--- src/rtl/tsc_multicycle_control_pkg.sv ---
// Opcode/funct constants and FSM state encoding shared by the TSC control unit and ALU.
package tsc_opcodes;

    localparam logic [3:0] OPCODE_BNE   = 4'd0;
    localparam logic [3:0] OPCODE_BEQ   = 4'd1;
    localparam logic [3:0] OPCODE_BGZ   = 4'd2;
    localparam logic [3:0] OPCODE_BLZ   = 4'd3;
    localparam logic [3:0] OPCODE_ADI   = 4'd4;
    localparam logic [3:0] OPCODE_ORI   = 4'd5;
    localparam logic [3:0] OPCODE_LHI   = 4'd6;
    localparam logic [3:0] OPCODE_LWD   = 4'd7;
    localparam logic [3:0] OPCODE_SWD   = 4'd8;
    localparam logic [3:0] OPCODE_JMP   = 4'd9;
    localparam logic [3:0] OPCODE_JAL   = 4'd10;
    localparam logic [3:0] OPCODE_RTYPE = 4'd15;

    localparam logic [5:0] FUNC_ADD = 6'd0;
    localparam logic [5:0] FUNC_SUB = 6'd1;
    localparam logic [5:0] FUNC_AND = 6'd2;
    localparam logic [5:0] FUNC_ORR = 6'd3;
    localparam logic [5:0] FUNC_WWD = 6'd28;
    localparam logic [5:0] FUNC_HLT = 6'd29;

    typedef enum logic [2:0] {
        S_IF   = 3'd0,
        S_ID   = 3'd1,
        S_EX   = 3'd2,
        S_MEM  = 3'd3,
        S_WB   = 3'd4,
        S_HALT = 3'd5
    } state_t;

    function automatic logic is_rtype_func(input logic [3:0] opcode, input logic [5:0] funct,
                                           input logic [5:0] which);
        return (opcode == OPCODE_RTYPE) && (funct == which);
    endfunction

endpackage

--- src/rtl/tsc_inst_counter.sv ---
// Retired-instruction counter; wraps modulo 2^WORD_W.
module tsc_inst_counter #(
    parameter int WORD_W = 16
) (
    input  logic              clk,
    input  logic              reset,
    input  logic              inc,
    output logic [WORD_W-1:0] count
);

    always_ff @(posedge clk or posedge reset) begin
        if (reset) begin
            count <= '0;
        end else if (inc) begin
            count <= count + WORD_W'(1);
        end
    end

endmodule

--- src/rtl/tsc_multicycle_control.sv ---
// Multi-cycle IF/ID/EX/MEM/WB control FSM for the 16-bit TSC datapath.
module tsc_multicycle_control
    import tsc_opcodes::*;
#(
    parameter int WORD_W = 16
) (
    input  logic              clk,
    input  logic              reset,
    input  logic [3:0]        opcode,
    input  logic [5:0]        funct,
    input  logic              input_ready,
    output logic              read_m,
    output logic              write_m,
    output logic              i_or_d,
    output logic              ir_write,
    output logic              pc_write,
    output logic              pc_src,
    output logic              reg_write,
    output logic              reg_dst,
    output logic              mem_to_reg,
    output logic              alu_src_b,
    output logic [3:0]        aluop,
    output logic [5:0]        alu_funct,
    output logic              output_port_we,
    output logic              is_halted,
    output logic [WORD_W-1:0] num_inst
);

    state_t state;

    wire is_add = is_rtype_func(opcode, funct, FUNC_ADD);
    wire is_wwd = is_rtype_func(opcode, funct, FUNC_WWD);
    wire is_hlt = is_rtype_func(opcode, funct, FUNC_HLT);

    // NOTE: every sequential register here uses <= so all of them see the pre-edge state.
    always_ff @(posedge clk or posedge reset) begin
        if (reset) begin
            state     <= S_IF;
            is_halted <= 1'b0;
        end else begin
            unique case (state)
                S_IF: if (input_ready) state <= S_ID;
                S_ID: begin
                    if (is_hlt) begin
                        state     <= S_HALT;
                        is_halted <= 1'b1;
                    end else begin
                        state <= S_EX;
                    end
                end
                S_EX: begin
                    if (is_add || opcode == OPCODE_ADI || opcode == OPCODE_LHI)
                        state <= S_WB;
                    else if (opcode == OPCODE_LWD || opcode == OPCODE_SWD)
                        state <= S_MEM;
                    else
                        state <= S_IF;
                end
                S_MEM: if (input_ready) state <= (opcode == OPCODE_LWD) ? S_WB : S_IF;
                S_WB:   state <= S_IF;
                S_HALT: state <= S_HALT;
                default: state <= S_IF;
            endcase
        end
    end

    // NOTE: every output gets a default before the case so no latch is inferred; the
    // decode is also gated by reset so requests drop the instant reset rises.
    always_comb begin
        read_m         = 1'b0;
        write_m        = 1'b0;
        i_or_d         = 1'b0;
        ir_write       = 1'b0;
        pc_write       = 1'b0;
        pc_src         = 1'b0;
        reg_write      = 1'b0;
        reg_dst        = 1'b0;
        mem_to_reg     = 1'b0;
        alu_src_b      = 1'b0;
        aluop          = 4'd0;
        alu_funct      = 6'd0;
        output_port_we = 1'b0;
        if (!reset) begin
            unique case (state)
                S_IF: begin
                    read_m   = 1'b1;
                    ir_write = input_ready;
                end
                S_EX: begin
                    aluop     = opcode;
                    alu_funct = funct;
                    if (is_add) begin
                        // Result is written back in WB; nothing to strobe here.
                    end else if (is_wwd) begin
                        output_port_we = 1'b1;
                        pc_write       = 1'b1;
                    end else if (opcode == OPCODE_ADI || opcode == OPCODE_LHI ||
                                 opcode == OPCODE_LWD || opcode == OPCODE_SWD) begin
                        alu_src_b = 1'b1;
                    end else if (opcode == OPCODE_JMP) begin
                        pc_write = 1'b1;
                        pc_src   = 1'b1;
                    end else begin
                        pc_write = 1'b1;
                    end
                end
                S_MEM: begin
                    i_or_d   = 1'b1;
                    read_m   = (opcode == OPCODE_LWD);
                    write_m  = (opcode == OPCODE_SWD);
                    pc_write = input_ready && (opcode == OPCODE_SWD);
                end
                S_WB: begin
                    reg_write  = 1'b1;
                    pc_write   = 1'b1;
                    reg_dst    = (opcode == OPCODE_RTYPE);
                    mem_to_reg = (opcode == OPCODE_LWD);
                end
                default: ;
            endcase
        end
    end

    // Every retiring instruction is marked by exactly one pc_write pulse.
    tsc_inst_counter #(.WORD_W(WORD_W)) u_inst_counter (
        .clk   (clk),
        .reset (reset),
        .inc   (pc_write),
        .count (num_inst)
    );

endmodule

--- config.mk ---
export PLATFORM = sky130hd
export DESIGN_NAME = tsc_multicycle_control
export DESIGN_NICKNAME = d
export VERILOG_FILES = /design/src/rtl/tsc_multicycle_control_pkg.sv /design/src/rtl/tsc_inst_counter.sv /design/src/rtl/tsc_multicycle_control.sv
export SDC_FILE = /design/constraint.sdc
export NUM_CORES = 1
export LEC_CHECK = 0
export CELL_PAD_IN_SITES_DETAIL_PLACEMENT = 1
export CELL_PAD_IN_SITES_GLOBAL_PLACEMENT = 2
export CORE_MARGIN = 2
export CORE_UTILIZATION = 22
export DETAILED_ROUTE_END_ITERATION = 6
export PLACE_DENSITY_LB_ADDON = 0.1
export SYNTH_ARGS = -nofsm -noshare
export SYNTH_HDL_FRONTEND = slang
export SYNTH_SLANG_ARGS = --single-unit
export TNS_END_PERCENT = 20
--- constraint.sdc ---
create_clock -name clk -period 2.37 [get_ports clk]
set_input_delay 0.5925 -clock clk [delete_from_list [all_inputs] [get_ports clk]]
set_output_delay 0.5925 -clock clk [all_outputs]
set_load 0.005 [all_outputs]
==> results.py <==
metrics = {
    "outcome": {
        "status": "finished with violations",
        "violations": "negative setup slack",
    },
    "clock_network": {
        "htree_levels": 1,
        "clockBufferDepth": 2,
        "root_buffer": "clkbuf_8",
        "path_clk_slew_ns": 0.08,
        "numCtsBuffers": 3,
        "clock-sinks": 20,
        "clkLatencyLatePin_ns": 0.26,
        "cts_tree": "done",
        "ctsHoldBuffers": 0,
    },
    "sta": {
        "setup_violations": 4,
        "hold_viol_final": 0,
        "slew_headroom_pct": 74.3,
        "tightest_slew_ns": 0.384,
        "min_period_ns": 2.60,
        "skew_ns": 0.00979,
        "finalCritPeriodShare_pct": 110,
        "fmax_mhz": 384,
        "slew_violations": 0,
        "holdWs_ns": 0.474,
        "worst_slack_ns": -0.232,
        "rsz0062_at_grt": "yes",
    },
    "final_layout": {
        "fill_cells": 676,
        "nets": 247,
        "area_growth_syn_to_layout_pct": 71.2,
        "antenna-diode-count": 0,
        "drive_gt1_share_pct": 40.1,
    },
    "worst_setup_path": {
        "startpoint_type": "input pin",
        "crit_top_cell": "buf_6",
        "worst-setup-path-type": "input pin to output port",
        "max_stage_delay_ns": 0.51,
        "cp_top_family": "simple AND/OR/NAND/NOR gates",
        "critical_path_buf_inv_count": 3,
        "worstPathArrival_ns": 2.01,
        "critPathRequiredTime_ns": 1.78,
        "worstPathCellList": "buf_6 -> or4_1 -> or4_4 -> buf_6 -> nand2_4 -> nor2_2 -> buf_2",
        "r2r_setup_slack_ns": 0.37,
        "end_kind": "output port",
        "cp_slowest_cell": "or4_1",
        "path_max_fanout": 2,
    },
    "power": {
        "power_density_nw_per_um2": 677,
        "p_leak_nw": 1.05,
        "ir_worst_vdd_v": 0.000333,
        "power_mw": 1.53,
    },
    "drt": {
        "dr.pass1.iters": 4,
        "vias": 1432,
        "route.detailed.drc": 0,
        "first_iter_violations": 46,
        "drtAntennaViolNets": 0,
        "wirelength_mm": 4.58,
        "viasPerCell": 4.66,
        "wl_per_cell_um": 14.9,
    },
    "job": {
        "drv_cap": 0,
    },
    "yosys": {
        "syn_avg_cell_area_um2": 9.05,
        "postSynthNetCount": 160,
        "synth.distinct_cells": 41,
        "synth_warnings": 0,
        "ys_async_sr_fraction_pct": 100,
        "synth_edf_count": 0,
        "synth_flop_cell": "dfrtp_1",
        "synthCells": 146,
        "synth-seq-cells": 20,
        "netlist_area_um2": 1320,
        "synth_seq_area_share_pct": 37.9,
    },
    "place": {
        "routabilityCongestion": 0.854,
        "dp_hpwl_mm": 3.54,
        "numPortBuffers": 50,
        "post-place-ws_ns": -0.917,
    },
    "floorplanning": {
        "initial_core_util_pct": 22.6,
        "ios": 51,
        "core_region_area_um2": 5850,
        "rows": 28,
        "die_x_um": 81.5,
        "die_h_um": 81.5,
        "dieArea_um2": 6640,
    },
    "grt": {
        "grt_max_degree": 15,
        "grt_overflow": 0,
        "grt_usage_pct": 14.2,
        "grt_pass1_vias": 1584,
        "grt_pass1_wl_mm": 7.53,
        "antenna_found_initial": 0,
    },
    "worst_hold_path": {
        "holdCritPathClass": "flop to flop",
    },
}
[per-stage QoR]
stage	utilization [%]	instance area, µm²	cells	TNS (ns)
finish	38.7	2260	307	-0.693
global route	38.7	2260	307	-0.926
CTS	38.8	2270	305	-1.24
detailed placement	36.5	2130	297	-16.76
global placement	36.5	2130	297	-15.77
floorplan	-	1320	146	-0.0757
[where the power goes]
| part | switching [mW] | total, mW | internal [mW] |
|---|---|---|---|
| Sequential | 0.0621 | 0.455 | 0.392 |
| Combinational | 0.350 | 0.731 | 0.381 |
| Clock | 0.120 | 0.345 | 0.226 |
| Total | 0.532 | 1.53 | 0.999 |
[cells in the mapped netlist, types with 6 or more instances]
cell type	instances	share of area, %
dfrtp_1	20	38
xor2_1	15	9.9
nor3_1	14	5.3
nand2_1	13	3.7
and3_1	11	5.2
nor2_1	9	2.6
nand3_1	7	2.7
clkbuf_1	6	1.7
nand4_1	6	2.8
[cells in the final DEF (no fill, tap or decap), types with 2 or more instances in the layout]
cell / count
nand2b_1: 2
nor2_2: 2
nor2b_1: 2
nor2_1: 7
nand4_1: 6
dfrtp_1: 19
a21oi_1: 2
buf_2: 8
buf_6: 12
xor2_1: 15
inv_1: 2
dlymetal6s2s_1: 2
clkdlybuf4s15_1: 2
buf_4: 34
nand2_1: 12
nor3_2: 5
clkbuf_2: 10
nand3_1: 6
o21ai_0: 3
nor3_1: 12
and3_1: 10
dlygate4sd2_1: 3
clkdlybuf4s50_1: 20
clkbuf_8: 3
[worst reg2reg max path: cells and delay by family, from the launching register on]
family	cells	cell delay, ns
AND/OR/NAND/NOR	3	0.93
flip-flops	1	0.44
AO/OA/AOI/OAI	1	0.04
XOR/XNOR	1	0.17
buffers and inverters	2	0.34
[path summary, 6_finish.rpt]
kind,startpoint,end,cells past startpoint
max,funct[0],alu_src_b,7
min,is_halted,is_halted,2
max reg2reg,state[1],u_inst_counter.count[6],7
min reg2reg,is_halted,is_halted,2
max in group asynchronous,reset,u_inst_counter.count[6],4
min in group asynchronous,reset,state[2],3
[routing by layer]
metal,global-route usage [%],vias to the layer above,routed length [µm]
li1,-,697,-
met1,18.7,702,2110
met2,24.1,31,2300
met3,3.85,2,166
met4,1.53,0,4
met5,0,-,0
[kinds of logic after synthesis]
logic type               Yosys count  share of synthesized area, %
flip-flops                        20                          37.9
multiplexers                       1                          1.14
XOR/XNOR                          15                          9.94
adder cells (fa/ha/maj)            1                         0.947
AO/OA/AOI/OAI                     16                          10.9
AND/OR/NAND/NOR                   81                          35.0
buffers and inverters             12                          4.17
[area by class of cell]
type	count	area, µm²	share of cell area [%]
inverters	3	11.3	0.498
repair buffers	91	752	33.2
clock buffers	3	41.3	1.83
clock inverters	1	30.0	1.33
flip-flops and latches	20	502	22.2
well taps	75	93.8	4.15
multi-input cells	114	832	36.8
[state kept, by name, summed over array words and instances (netlist names)]
register and count:
state 3, u_inst_counter.count 16, is_halted 1
[repair_timing]
item / 4_1_cts / 5_1_grt
setup buffers: 4 / 2
pin swaps: 9 / 6
resized for setup: 91 / 25
hold endpoints to repair: 0 / 0
setup endpoints to repair: 38 / 20
Power figures use the tool's default switching activity.
==> RTL change (config.mk and constraints unchanged) <==
Make the reset (`reset`) synchronous in 2 clocked blocks.
--- a/src/rtl/tsc_inst_counter.sv
+++ b/src/rtl/tsc_inst_counter.sv
@@ -8,7 +8,7 @@
     output logic [WORD_W-1:0] count
 );
 
-    always_ff @(posedge clk or posedge reset) begin
+    always_ff @(posedge clk) begin
         if (reset) begin
             count <= '0;
         end else if (inc) begin
--- a/src/rtl/tsc_multicycle_control.sv
+++ b/src/rtl/tsc_multicycle_control.sv
@@ -33,7 +33,7 @@
     wire is_hlt = is_rtype_func(opcode, funct, FUNC_HLT);
 
     // NOTE: every sequential register here uses <= so all of them see the pre-edge state.
-    always_ff @(posedge clk or posedge reset) begin
+    always_ff @(posedge clk) begin
         if (reset) begin
             state     <= S_IF;
             is_halted <= 1'b0;
Check against the original RTL: differs if reset is asserted again (counterexample within 4 cycles, from zero or initial values and one cycle with reset high); with reset held inactive, the same outputs for 10 cycles.
==> RTL change against the original RTL <==
Highest routed layer unchanged; cell area decreased by 0.83%; die area fell by 3.5%; sequential share of layout area decreased by 4.3 points; core utilization grew 1.8 points; global-route usage rose by 1.1 points; routed wire length rose by 3.1%; synthesized area decreased by 3.7%; sequential cell count stayed put; non-clock buffer count stayed put; register-to-register slack got worse by 0.04 ns; worst setup slack lost 0.080 ns; the run still ends with negative setup slack left; via count rose by 11%.
Power is not compared: it rests on default switching activity, and its combinational part moved more than twofold at a synthesized area within 25%.
==> RTL change: results (changes against the original RTL) <==
post-synthesis mux area share - 0.00787 (was 0.0114)
clk sinks - 20 (unchanged)
sequential share of the synthesized area - 0.315 (was 0.379)
Clock Skews - 0.00745 ns (was 0.00979 ns)
pre-CTS WS - -0.905 ns (was -0.917 ns)
clock buffers - 3 (unchanged)
initial antenna violation count - 0 (unchanged)
placed cell count - 307 (was 297)
Total GRT Usage - 0.154 (was 0.142)
final number of setup-violating endpoints - 10 (was 4)
Final GP Congestion - 0.766 (was 0.854)
failing checks - negative setup slack (unchanged)
Final WS setup - -0.312 ns (was -0.232 ns)
post-DP HPWL - 3.45 mm (was 3.54 mm)
worst path arrival time - 2.09 ns (was 2.01 ns)
Rel. slew slack - 0.708 (was 0.743)
first-pass GRT wire length - 7.96 mm (was 7.53 mm)
share of layout cells above drive strength 1 - 0.306 (was 0.401)
largest net degree at the start of global routing - 31 (was 15)
core area - 0.00554 sq mm (was 0.00585 sq mm)
fin cells - 327 (was 307)
largest registers - u_inst_counter.count x16, state x3, is_halted x1 (unchanged)
post-cts resize count - 81 (was 91)
vias per cell - 4.85 (was 4.66)
port buffer count - 50 (unchanged)
Fin Setup TNS - -1.21 ns (was -0.693 ns)
Synth async-reset ratio - 0 (was 1.00)
worst-path fanout max - 2 (unchanged)
Post-Syn Instances - 169 (was 146)
vias in the first global route - 1693 (was 1584)
multi-input combinational area share - 0.394 (was 0.368)
Clock buf/inv share - 0.0318 (was 0.0315)
syn_nets - 183 (was 160)
top_reg_cell synth - dfxtp_1 (was dfrtp_1)
synth top area cells - dfxtp_1 (31%), a21oi_1 (6.7%), nor2_1 (5.6%), o31ai_1 (5.3%), or4_1 (5.3%) (was dfrtp_1 (38%), xor2_1 (9.9%), nor3_1 (5.3%), and3_1 (5.2%), nand2_1 (3.7%))
Seq area share - 0.179 (was 0.222)
Peak VDD IR - 0.211 mV
compound-gate portion of the synthesized area - 0.206 (was 0.109)
Clk Latency, worst-skew pair - 0.26 ns (about the same)
multi-input gate area in the final layout - 883 sq um (was 832 sq um)
Signal buf overhead - 0.349 (was 0.332)
Worst-path clk slew - 0.08 ns (about the same)
Post-Synth Adder-Cell Area - 0.00983 (was 0.00947)
outcome - finished, violations left (unchanged)
WL/cell - 14.5 um (was 14.9 um)
Initial DRC Count - 65 (was 46)
Nets - 270 (was 247)
Ys Warns - 0 (unchanged)
inverters - 4 (was 3)
XOR/XNOR Fraction of Synth Area - 0.00688 (was 0.0994)
multi-input combinational gate total - 136 (was 114)
Placed Area - 0.00200 sq mm (was 0.00213 sq mm)
HP Class - reg -> reg (unchanged)
Post-CTS Repair Setup Buffers - 13 (was 4)
Synth top cells by count - dfxtp_1 (20), nor2_1 (19), a21oi_1 (17) (was dfrtp_1 (20), xor2_1 (15), nor3_1 (14))
# diodes - 0 (unchanged)
Yosys cell types - 36 (was 41)
Fill cells - 707 (was 676)
[RTL change: worst paths after layout]
path / from / end / slack (ns) / cells past startpoint
max reg2reg: state[2] / u_inst_counter.count[13] / 0.33 / 6
min reg2reg: is_halted / is_halted / 0.49 / 2
max: funct[3] / alu_src_b / -0.31 / 7
min: is_halted / is_halted / 0.49 / 2
[RTL change: critical path, cell delays in order]
cell     delay, ns
buf_6         0.09
or4_4         0.52
or4_4         0.51
buf_6         0.14
nand2_4       0.06
nor2_2        0.03
buf_2         0.13
[RTL change: power groups by stage]
stage / combinational (W) / clock [W] / sequential [W]
detailed placement: 0.000173 / 0 / 0.000362
CTS: 0.000181 / 0.000357 / 0.000356
global route: 0.000206 / 0.000371 / 0.000358
finish: 0.000187 / 0.000347 / 0.000356
global placement: 0.000170 / 0 / 0.000362
floorplan: 0.0000833 / 0 / 0.000355
[RTL change: metal layers]
metal / track usage / wire [um]
met1: 0.206 / 2280
met2: 0.268 / 2320
met3: 0.0270 / 125
met4: 0.0102 / 4
met5: 0 / 0
